$ cat config.mk
export PLATFORM = sky130hd
export DESIGN_NAME = fetch_pc_unit
export DESIGN_NICKNAME = d
export VERILOG_FILES = /design/src/rtl/fetch_pc_unit.sv
export SDC_FILE = /design/constraint.sdc
export NUM_CORES = 1
export LEC_CHECK = 0
export CAP_MARGIN = 0
export CORE_UTILIZATION = 50
export CTS_CLUSTER_DIAMETER = 40
export DETAILED_ROUTE_END_ITERATION = 10
export PLACE_DENSITY = 0.81
export SLEW_MARGIN = 20
export SYNTH_ARGS = -nofsm -noshare
export SYNTH_HDL_FRONTEND = slang
export SYNTH_SLANG_ARGS = --single-unit
$ cat constraint.sdc
create_clock -name clk -period 5.3 [get_ports clk]
set_clock_uncertainty 0.05 [all_clocks]
set_input_delay 1.59 -clock clk [delete_from_list [all_inputs] [get_ports clk]]
set_output_delay 1.59 -clock clk [all_outputs]
set_load 0.1 [all_outputs]
$ cat src/rtl/fetch_pc_unit.sv
// Fetch front end: PC sequencing, single-outstanding instruction-memory handshake,
// 2-entry fetch queue toward decode, and redirect/kill handling for stale responses.
module fetch_pc_unit #(
    parameter int unsigned       XLEN     = 32,
    parameter logic [XLEN-1:0]   RESET_PC = 32'h4000_0000,
    parameter logic [31:0]       NOP_INSN = 32'h0000_0013
) (
    input  logic            clk,
    input  logic            rst_n,
    input  logic            PCSel_bit1,
    input  logic [XLEN-1:0] BTarg,
    input  logic            jump_valid,
    input  logic [XLEN-1:0] jump_targ,
    input  logic            stallD,
    output logic            imem_req_valid,
    input  logic            imem_req_ready,
    output logic [XLEN-1:0] imem_addr,
    input  logic            imem_rsp_valid,
    input  logic [31:0]     imem_rsp_data,
    output logic            validD,
    output logic [31:0]     instD,
    output logic [XLEN-1:0] pcD,
    output logic [XLEN-1:0] pc_plus4D
);

    typedef enum logic [1:0] {
        S_BOOT,
        S_FETCH,
        S_DRAIN
    } state_t;

    state_t          state;
    logic [XLEN-1:0] fetch_pc;
    logic [XLEN-1:0] req_pc;
    logic            outstanding;
    logic            kill;

    logic [31:0]     q_data [2];
    logic [XLEN-1:0] q_pc   [2];
    logic            q_head;
    logic [1:0]      q_count;
    logic            wr_idx;

    logic            redirect;
    logic [XLEN-1:0] redirect_target;
    logic            rsp_retire;
    logic            rsp_ok;
    logic            push_en;
    logic            pop_en;
    logic            req_fire;
    logic [2:0]      occupancy;

    always_comb begin
        redirect        = PCSel_bit1 || jump_valid;
        redirect_target = (PCSel_bit1 ? BTarg : jump_targ) & ~XLEN'(3);
    end

    // A response only counts while a request is outstanding; under kill it is discarded.
    always_comb begin
        rsp_retire = imem_rsp_valid && outstanding;
        rsp_ok     = rsp_retire && !kill;
        push_en    = rsp_ok && !redirect;
        pop_en     = validD && !stallD;
        wr_idx     = q_head ^ q_count[0];
    end

    // The in-flight response already owns a queue slot, so it stays in the occupancy sum
    // even while it retires; a pop this cycle frees one.
    always_comb begin
        occupancy      = {1'b0, q_count} + {2'b00, outstanding} - {2'b00, pop_en};
        imem_req_valid = (state == S_FETCH) && (!outstanding || imem_rsp_valid)
                         && (occupancy < 3'd2);
        req_fire       = imem_req_valid && imem_req_ready;
        imem_addr      = fetch_pc;
    end

    always_comb begin
        validD    = (q_count != 2'd0);
        instD     = validD ? q_data[q_head] : NOP_INSN;
        pcD       = validD ? q_pc[q_head]   : '0;
        pc_plus4D = pcD + XLEN'(4);
    end

    always_ff @(posedge clk or negedge rst_n) begin
        if (!rst_n) begin
            state       <= S_BOOT;
            fetch_pc    <= RESET_PC;
            req_pc      <= '0;
            outstanding <= 1'b0;
            kill        <= 1'b0;
            q_head      <= 1'b0;
            q_count     <= 2'd0;
        end else begin
            if (req_fire) begin
                outstanding <= 1'b1;
                req_pc      <= fetch_pc;
            end else if (rsp_retire) begin
                outstanding <= 1'b0;
            end

            case (state)
                S_BOOT: begin
                    state <= S_FETCH;
                    if (redirect) fetch_pc <= redirect_target;
                end
                S_FETCH: begin
                    if (redirect) begin
                        fetch_pc <= redirect_target;
                        if (req_fire || (outstanding && !imem_rsp_valid)) begin
                            kill  <= 1'b1;
                            state <= S_DRAIN;
                        end
                    end else if (req_fire) begin
                        fetch_pc <= fetch_pc + XLEN'(4);
                    end
                end
                S_DRAIN: begin
                    if (redirect) fetch_pc <= redirect_target;
                    if (!outstanding || imem_rsp_valid) begin
                        kill  <= 1'b0;
                        state <= S_FETCH;
                    end
                end
                default: state <= S_BOOT;
            endcase

            // Flush beats both push and stall: the branch in the head is consumed either way.
            if (redirect) begin
                q_head  <= 1'b0;
                q_count <= 2'd0;
            end else begin
                if (pop_en) q_head <= ~q_head;
                q_count <= q_count + {1'b0, push_en} - {1'b0, pop_en};
            end
        end
    end

    always_ff @(posedge clk) begin
        if (push_en) begin
            q_data[wr_idx] <= imem_rsp_data;
            q_pc[wr_idx]   <= req_pc;
        end
    end

endmodule

# [Word-level counts from Yosys, hierarchy flattened]
# Memory sizes are Yosys's and may differ from the RTL's.
# Cells that the tools add are included.
[totals] input_bits=103 out_inout_bits=130 ram_bits=128 memories=2 register_bits=71 elab_cells=73
[memory_table] name="q_data" words=2 width=32 rd=1 rd_clocked_by_memory_dff=0 wr=1 line_no="38" source="logic [31:0] q_data [2];"
[memory_table] name="q_pc" words=2 width=32 rd=1 rd_clocked_by_memory_dff=0 wr=1 line_no="39" source="logic [XLEN-1:0] q_pc [2];"
[op_classes] n_lt_le_gt_ge=1 addsub=6 n_bitwise=2 n_mux=22 eq_ne=7 reduce_logical=26
[ops] operator="$mux 32" count=6
[ops] operator="$add 32x3->32 const B" count=2
[ops] operator="$pmux 32 s2" count=1
[ops] operator="$reduce_bool 2->1" count=5
[ops] operator="$mux 1" count=9
[ops] operator="$logic_and 1x1->1" count=8
[ops] operator="$mux 2" count=4
[ops] operator="$pmux 2 s3" count=1
[ops] operator="$reduce_and 3->1" count=2
[ops] operator="$logic_not 1->1" count=5
[ops] operator="$ne 2x1->1 const B" count=2
[ops] operator="$ne 2x2->1 const B" count=2
[ops] operator="$reduce_and 4->1" count=1
[ops] operator="$add 2x1->3" count=1
[ops] operator="$logic_or 1x1->1" count=3
[ops] operator="$lt 3x2->1 const B" count=1
[ops] operator="$ne 3x3->1 const B" count=1
[ops] operator="$sub 3x1->3" count=1
[ops] operator="$add 2x1->2" count=1
[ops] operator="$eq 2x1->1 const B" count=1
[ops] operator="$eq 2x2->1 const B" count=1
[ops] operator="$logic_not 2->1" count=1
[ops] operator="$pmux 1 s2" count=1
[ops] operator="$reduce_or 2->1" count=1
[ops] operator="other kinds (3)" count=3

# [Logic depth before layout (Yosys ltp)]
# Gate-level depths: netlist of the first run.
[logic_depth] word_depth=10 ltp_mapped=13

# [Worst setup path after synthesis of the first run]
# Ideal clock, no wire load.
[synth_path] path_type="reg-to-output" start="register q_count[1]" end="output pc_plus4D[20]" n_path_buf=2 setup_slack_ns=-2.068 stages_incl_launch_ff=11 t_arrival_ns=5.728 cell_sequence="dfrtp_1 nor2_1 clkbuf_1 buf_2 inv_1 nand2_1 inv_1 ha_1 nand4_2 nor4_1 xor2_1"
[synth_between] elab_chain_cells=3
[synth_lines] element="from (decl)" line_no="41" source="logic [1:0] q_count;"
[synth_lines] element="from (signal assigned)" line_no="133" source="q_count <= q_count + {1'b0, push_en} - {1'b0, pop_en};"
[synth_lines] element="$reduce_bool 2->1" line_no="78" source="validD = (q_count != 2'd0);"
[synth_lines] element="via validD" line_no="20" source="output logic validD,"
[synth_lines] element="$mux 32" line_no="80" source="pcD = validD ? q_pc[q_head] : '0;"
[synth_lines] element="via pcD[2]" line_no="22" source="output logic [XLEN-1:0] pcD,"
[synth_lines] element="$add 32x3->32" line_no="81" source="pc_plus4D = pcD + XLEN'(4);"
[synth_lines] element="to (decl)" line_no="23" source="output logic [XLEN-1:0] pc_plus4D"
# The timed path passes the listed nets, and every way through them passes these cells.

# [Final worst setup path of the first run]
[layout_path] start="input stallD" end="output imem_req_valid"
[layout_between] elab_chain_cells=5
[layout_lines] element="from (decl)" line_no="14" source="input logic stallD,"
[layout_lines] element="$logic_not 1->1" line_no="63" source="pop_en = validD && !stallD;"
[layout_lines] element="$logic_and 1x1->1" line_no="63"
[layout_lines] element="$sub 3x1->3" line_no="70" source="occupancy = {1'b0, q_count} + {2'b00, outstanding} - {2'b00, pop_en};"
[layout_lines] element="$lt 3x2->1" line_no="72" source="&& (occupancy < 3'd2);"
[layout_lines] element="$logic_and 1x1->1" line_no="72"
[layout_lines] element="to (decl)" line_no="15" source="output logic imem_req_valid,"
# No other way between the ends.

==> impl_metrics.yaml, run 1 <==
placement:
  port_buffers: 222
  gp_congestion: 0.838
  dp_slack_ps: 135
  hpwlAfterDp_um: 15100
min_path:
  hold-path-endpoint: "q_pc[0][5]"
  min_from: "req_pc[5]"
  whs_path_depth: 0
  hp-class: "reg -> reg"
clocking:
  cts_tree: "done"
  numCtsBuffers: 17
  holdBufCountCts: 0
  htreeDepth: 4
  path_clk_slew_ps: 70
  cts_max_path_buffers: 2
  cts_num_sinks: 191
  clk_latency_ps: 430
  cts-root-buf: "clkbuf_16"
global_routing:
  grt_pass1_wl_um: 32900
  grt_max_degree: 56
  grt_pass1_vias: 6381
  grt_usage: 0.229
  overflow: 0
  antenna_found_initial: 0
flow_run:
  maxCapViolCount: 0
synth:
  yosysUniqueCellTypes: 64
  synth_seq_cells: 191
  synth_edf_count: 124
  netlist_instances: 749
  syn_avg_cell_area_um2: 12.3
  syn_area_um2: 9210
  synth-main-ff-cell: "edfxtp_1"
  yosysWarningCount: 0
  synth-seq-area-share: 0.586
  async_flop_share: 0.351
detailed_routing:
  vias: 6767
  drt_first_pass_iters: 5
  routed_wl_um: 21200
  via_per_inst: 5.63
  wl_per_cell_um: 17.6
  drtIter0Drc: 462
  drcViolationCount: 0
  route.antenna.remaining_nets: 0
timing:
  setup-violations-final: 0
  report.final.slew_viol_count: 0
  hold_viol_final: 0
  max_freq_mhz: 197
  slew_headroom: 0.320
  rsz0062_at_grt: "false"
  finalHoldWorstSlack_ps: 420
  tightest_slew_ps: 1020
  fin_tns_setup_ps: 0
  timing.final.ws_setup_ps: 228
  min_period_over_period: 0.957
  period_minus_slack_ps: 5070
critical_path:
  critPathMaxFanout: 3
  cp.arrival_ps: 3430
  regToRegEndpoint: "imem_addr[4]"
  cp-start-kind: "primary input"
  reg2regPathDepth: 9
  r2r_slack_ps: 2070
  path_class: "in -> out"
  r2r_start: "q_count[0]"
  end_kind: "output pin"
  required_ps: 3660
power:
  ir_drop_mv: 0.474
  finalPower_mw: 5.69
  p_leak_nw: 4.54
  pwr_density_cell_nw_per_um2: 458
floorplan:
  rows: 49
  start_util: 0.511
  die_x_um: 138
  io_pins: 233
  die_y_um: 138
  dieArea_um2: 19000
  core_area_um2: 18000
cells_and_area:
  layout-drive-gt1-share: 0.226
  fill_cells: 1269
  antennaDiodeCount: 0
  final_util: 0.688
  fin_nets: 1067
  syn_to_final_growth_pct: 34.7
run_status:
  run_status: "finished clean"
-- per-layer routing --
| metal | routed length (um) | up-vias | track usage | part of all wire |
|---|---|---|---|---|
| met5 | 0 | - | 0 | 0 |
| met1 | 9210 | 3240 | 0.311 | 0.44 |
| met4 | 275 | 0 | 0.0664 | 0.013 |
| li1 | - | 3200 | - | - |
| met2 | 10100 | 303 | 0.372 | 0.48 |
| met3 | 1540 | 24 | 0.0467 | 0.073 |
-- where the power goes --
part	switching [mW]	internal (mW)	total, mW
Sequential	0.352	1.93	2.28
Clock	0.551	0.751	1.30
Combinational	1.47	0.639	2.11
-- repair_timing --
action,4_1_cts,5_1_grt
gates resized for setup,0,1
setup buffers,0,0
setup endpoints to repair,0,1
-- synthesized netlist by cell type (10+ instances only) --
master    instances  area share
inv_1            12      0.0049
xor2_1           20       0.019
o21ai_0          22       0.012
buf_2            13      0.0071
edfxtp_1        124        0.40
nor2_1           72       0.029
nor3_1           21       0.011
nand3_1          25       0.014
a21oi_1          46       0.025
clkbuf_1         17      0.0069
dfrtp_1          66        0.18
buf_4            10      0.0081
nand2_1          40       0.016
mux2i_1          72       0.078
o22ai_1          10      0.0068
xnor2_1          13       0.012
mux2_2           43       0.053
-- per-stage QoR --
step                      std cells  instance area, um2
after floorplan                 754                9440
after global placement         1169               11800
after detailed placement       1169               11800
after CTS                      1201               12400
after global routing           1201               12400
final                          1201               12400
-- flip-flops by register name, summed over array words and instances, names as in the netlist --
register / flops
q_head: 1
outstanding: 1
req_pc: 30
q_pc: 60
q_data: 64
imem_addr: 30
state: 2
kill: 1
q_count: 2
-- worst max-delay path by stage --
stage / startpoint / end / slack [ps] / cells after the start
2_1_floorplan: q_head / pc_plus4D[27] / -760 / 7
3_3_place_gp: stallD / imem_req_valid / 150 / 7
3_5_place_dp: stallD / imem_req_valid / 140 / 7
4_1_cts: stallD / imem_req_valid / 110 / 7
5_1_grt: q_head / pc_plus4D[28] / 90 / 7
6_report: stallD / imem_req_valid / 230 / 7
-- final cells by class --
type | instances | area (um2) | area share
clock buffer | 18 | 429 | 0.0346
clock inverter | 14 | 181 | 0.0146
inverter | 12 | 52.6 | 0.00423
multi-input combinational | 501 | 3690 | 0.298
sequential | 191 | 5410 | 0.436
tap | 229 | 287 | 0.0231
timing repair buffer | 236 | 2360 | 0.190
-- worst max-delay path, cell delays in order --
cell and delay [ps]:
clkdlybuf4s50_1 450, nor3_2 230, o21ai_0 140, fa_1 500
nand3b_1 140, nor3_4 180, buf_12 200
-- cells in the final DEF, fill, tap and decap left out, drive strengths merged, types with 14 or more instances in the layout --
cell type / netlist / layout
dfrtp: 66 / 66
clkdlybuf4s50: 0 / 132
nand3: 25 / 25
mux2: 43 / 43
xor2: 20 / 20
a21oi: 46 / 46
mux2i: 72 / 72
buf: 33 / 104
inv: 12 / 14
nor3: 21 / 21
nor2: 73 / 73
o21ai: 25 / 25
clkbuf: 17 / 18
edfxtp: 124 / 124
nand2: 40 / 40
-- cells by family after synthesis --
logic type,synth area share
simple gates,0.116
flops,0.586
compound gates,0.0918
mux,0.131
buf+inv,0.0360
xor+xnor,0.0314
fa+ha+maj,0.00760
other cells,0.000407
Power figures use the tool's default switching activity.
==> run 2: changes to the inputs <==
CORE_UTILIZATION = 51   (was 50)
CTS_BUF_LIST = sky130_fd_sc_hd__clkbuf_2   (was not set)
PLACE_DENSITY = 0.83   (was 0.81)
SKIP_CTS_REPAIR_TIMING = 1   (was not set)
==> impl_metrics.yaml, run 2 (same netlist as run 1, synthesis figures left out) <==
run_status:
  run_status: "finished clean"
clocking:
  clk_latency_ps: 800
  cts_max_path_buffers: 2
  path_clk_slew_ps: 320
  htreeDepth: 4
  cts_tree: "done"
  cts_num_sinks: 191
  numCtsBuffers: 17
  cts-root-buf: "clkbuf_2"
power:
  pwr_density_cell_nw_per_um2: 419
  ir_drop_mv: 0.479
  p_leak_nw: 4.51
critical_path:
  slowest_stage: "fa_1"
  cp-start-kind: "primary input"
  required_ps: 3660
  end_kind: "output pin"
  critPathMaxFanout: 3
  critPathMaxStageDelay_ps: 500
  path_class: "in -> out"
  startpoint: "stallD"
  crit_chain: "clkdlybuf4s50_1 -> nor3_1 -> o21ai_0 -> fa_1 -> nand3b_1 -> nor3_4 -> buf_12"
  reg2regPathDepth: 11
  cp.arrival_ps: 3520
  r2r_start: "q_count[1]"
floorplan:
  dieArea_um2: 18600
  die_x_um: 136
  rows: 48
  core_area_um2: 17500
  start_util: 0.527
  die_y_um: 136
  io_pins: 233
cells_and_area:
  largest_register_ffs: 64
  layout_commonest_cell: "clkdlybuf4s50_1"
  largest-register: "q_data"
  final_util: 0.700
  stdcell_area_um2: 12200
  syn_to_final_growth_pct: 32.7
  final_cell_mix: "clkdlybuf4s50_1 (128), edfxtp_1 (124), buf_4 (109)"
  largestRegisters: "q_data: 64 flops, q_pc: 60 flops"
  layout-drive-gt1-share: 0.248
  fin_cells: 1221
  fin_nets: 1090
global_routing:
  gr-usage-met1: 0.311
  met2_usage: 0.362
  grt_usage: 0.229
  overflow: 0
  antenna_found_initial: 1
  gr-usage-met3: 0.0526
  grt_max_degree: 63
  grt_pass1_vias: 6260
  grt_pass1_wl_um: 32300
  grt.busiest_layer: "met2"
flow_run:
  maxCapViolCount: 0
timing:
  slew_headroom: 0.317
  rsz0062_at_grt: "true"
  max_freq_mhz: 194
  setup-violations-final: 0
  hold_viol_final: 0
  report.final.slew_viol_count: 0
  finalHoldWorstSlack_ps: 430
  min_period_over_period: 0.973
  period_minus_slack_ps: 5160
  tightest_slew_ps: 1020
min_path:
  hp-class: "reg -> reg"
  whs_path_depth: 0
  min_from: "req_pc[6]"
detailed_routing:
  vias: 6798
  routed_wl_um: 21100
  wl_per_cell_um: 17.3
  drtIter0Drc: 356
  drt_first_pass_iters: 4
  route.antenna.remaining_nets: 0
  via_per_inst: 5.57
  drcViolationCount: 0
placement:
  placed_area_um2: 11800
  hpwlAfterDp_um: 15200
  port_buffers: 222
  numPlacedInstances: 1174
  gp_congestion: 0.843
## run 2: final timing paths
kind / end / slack, ps
setup / recovery: imem_req_valid / 140
hold / removal: q_pc[1][6] / 430
setup reg to reg: imem_addr[26] / 1540
hold reg to reg: q_pc[1][6] / 430
max in group asynchronous: q_head / 3540
min in group asynchronous: imem_addr[27] / 660
## run 2: report_power, final
part / internal, mW / switching (mW) / total, mW
registers: 1.92 / 0.346 / 2.27
clock network: 0.170 / 0.569 / 0.739
logic: 0.648 / 1.46 / 2.11
## run 2: area by class of cell
class	count	area [um2]
well taps	225	282
flip-flops and latches	191	5410
clock buffers	17	85.1
diodes	1	2.50
inverters	12	52.6
clock inverters	15	185
multi-input cells	501	3700
fillers	1220	5250
repair buffers	259	2510
## run 2: per-layer routing
metal / up-vias / share of wire / wire length [um]
li1: 3246 / - / -
met1: 3228 / 0.43 / 9030
met2: 296 / 0.49 / 10200
met3: 28 / 0.070 / 1480
met4: 0 / 0.016 / 336
met5: - / 0 / 0
## run 2: metrics by stage
step / setup WS (ps) / setup TNS [ps] / power, mW
floorplan: -759 / -10620 / 3.80
finish: 144 / 0 / 5.12
global placement: 152 / 0 / 4.36
global route: -26.3 / -40.4 / 5.34
detailed placement: 143 / 0 / 4.40
CTS: -64.4 / -175 / 5.13
## run 2: worst max-delay path: cells and delay by family
kind / cells / cell delay [ps]
AO/OA/AOI/OAI: 1 / 170
adder cells (fa/ha/maj): 1 / 500
buffers and inverters: 2 / 640
AND/OR/NAND/NOR: 3 / 610
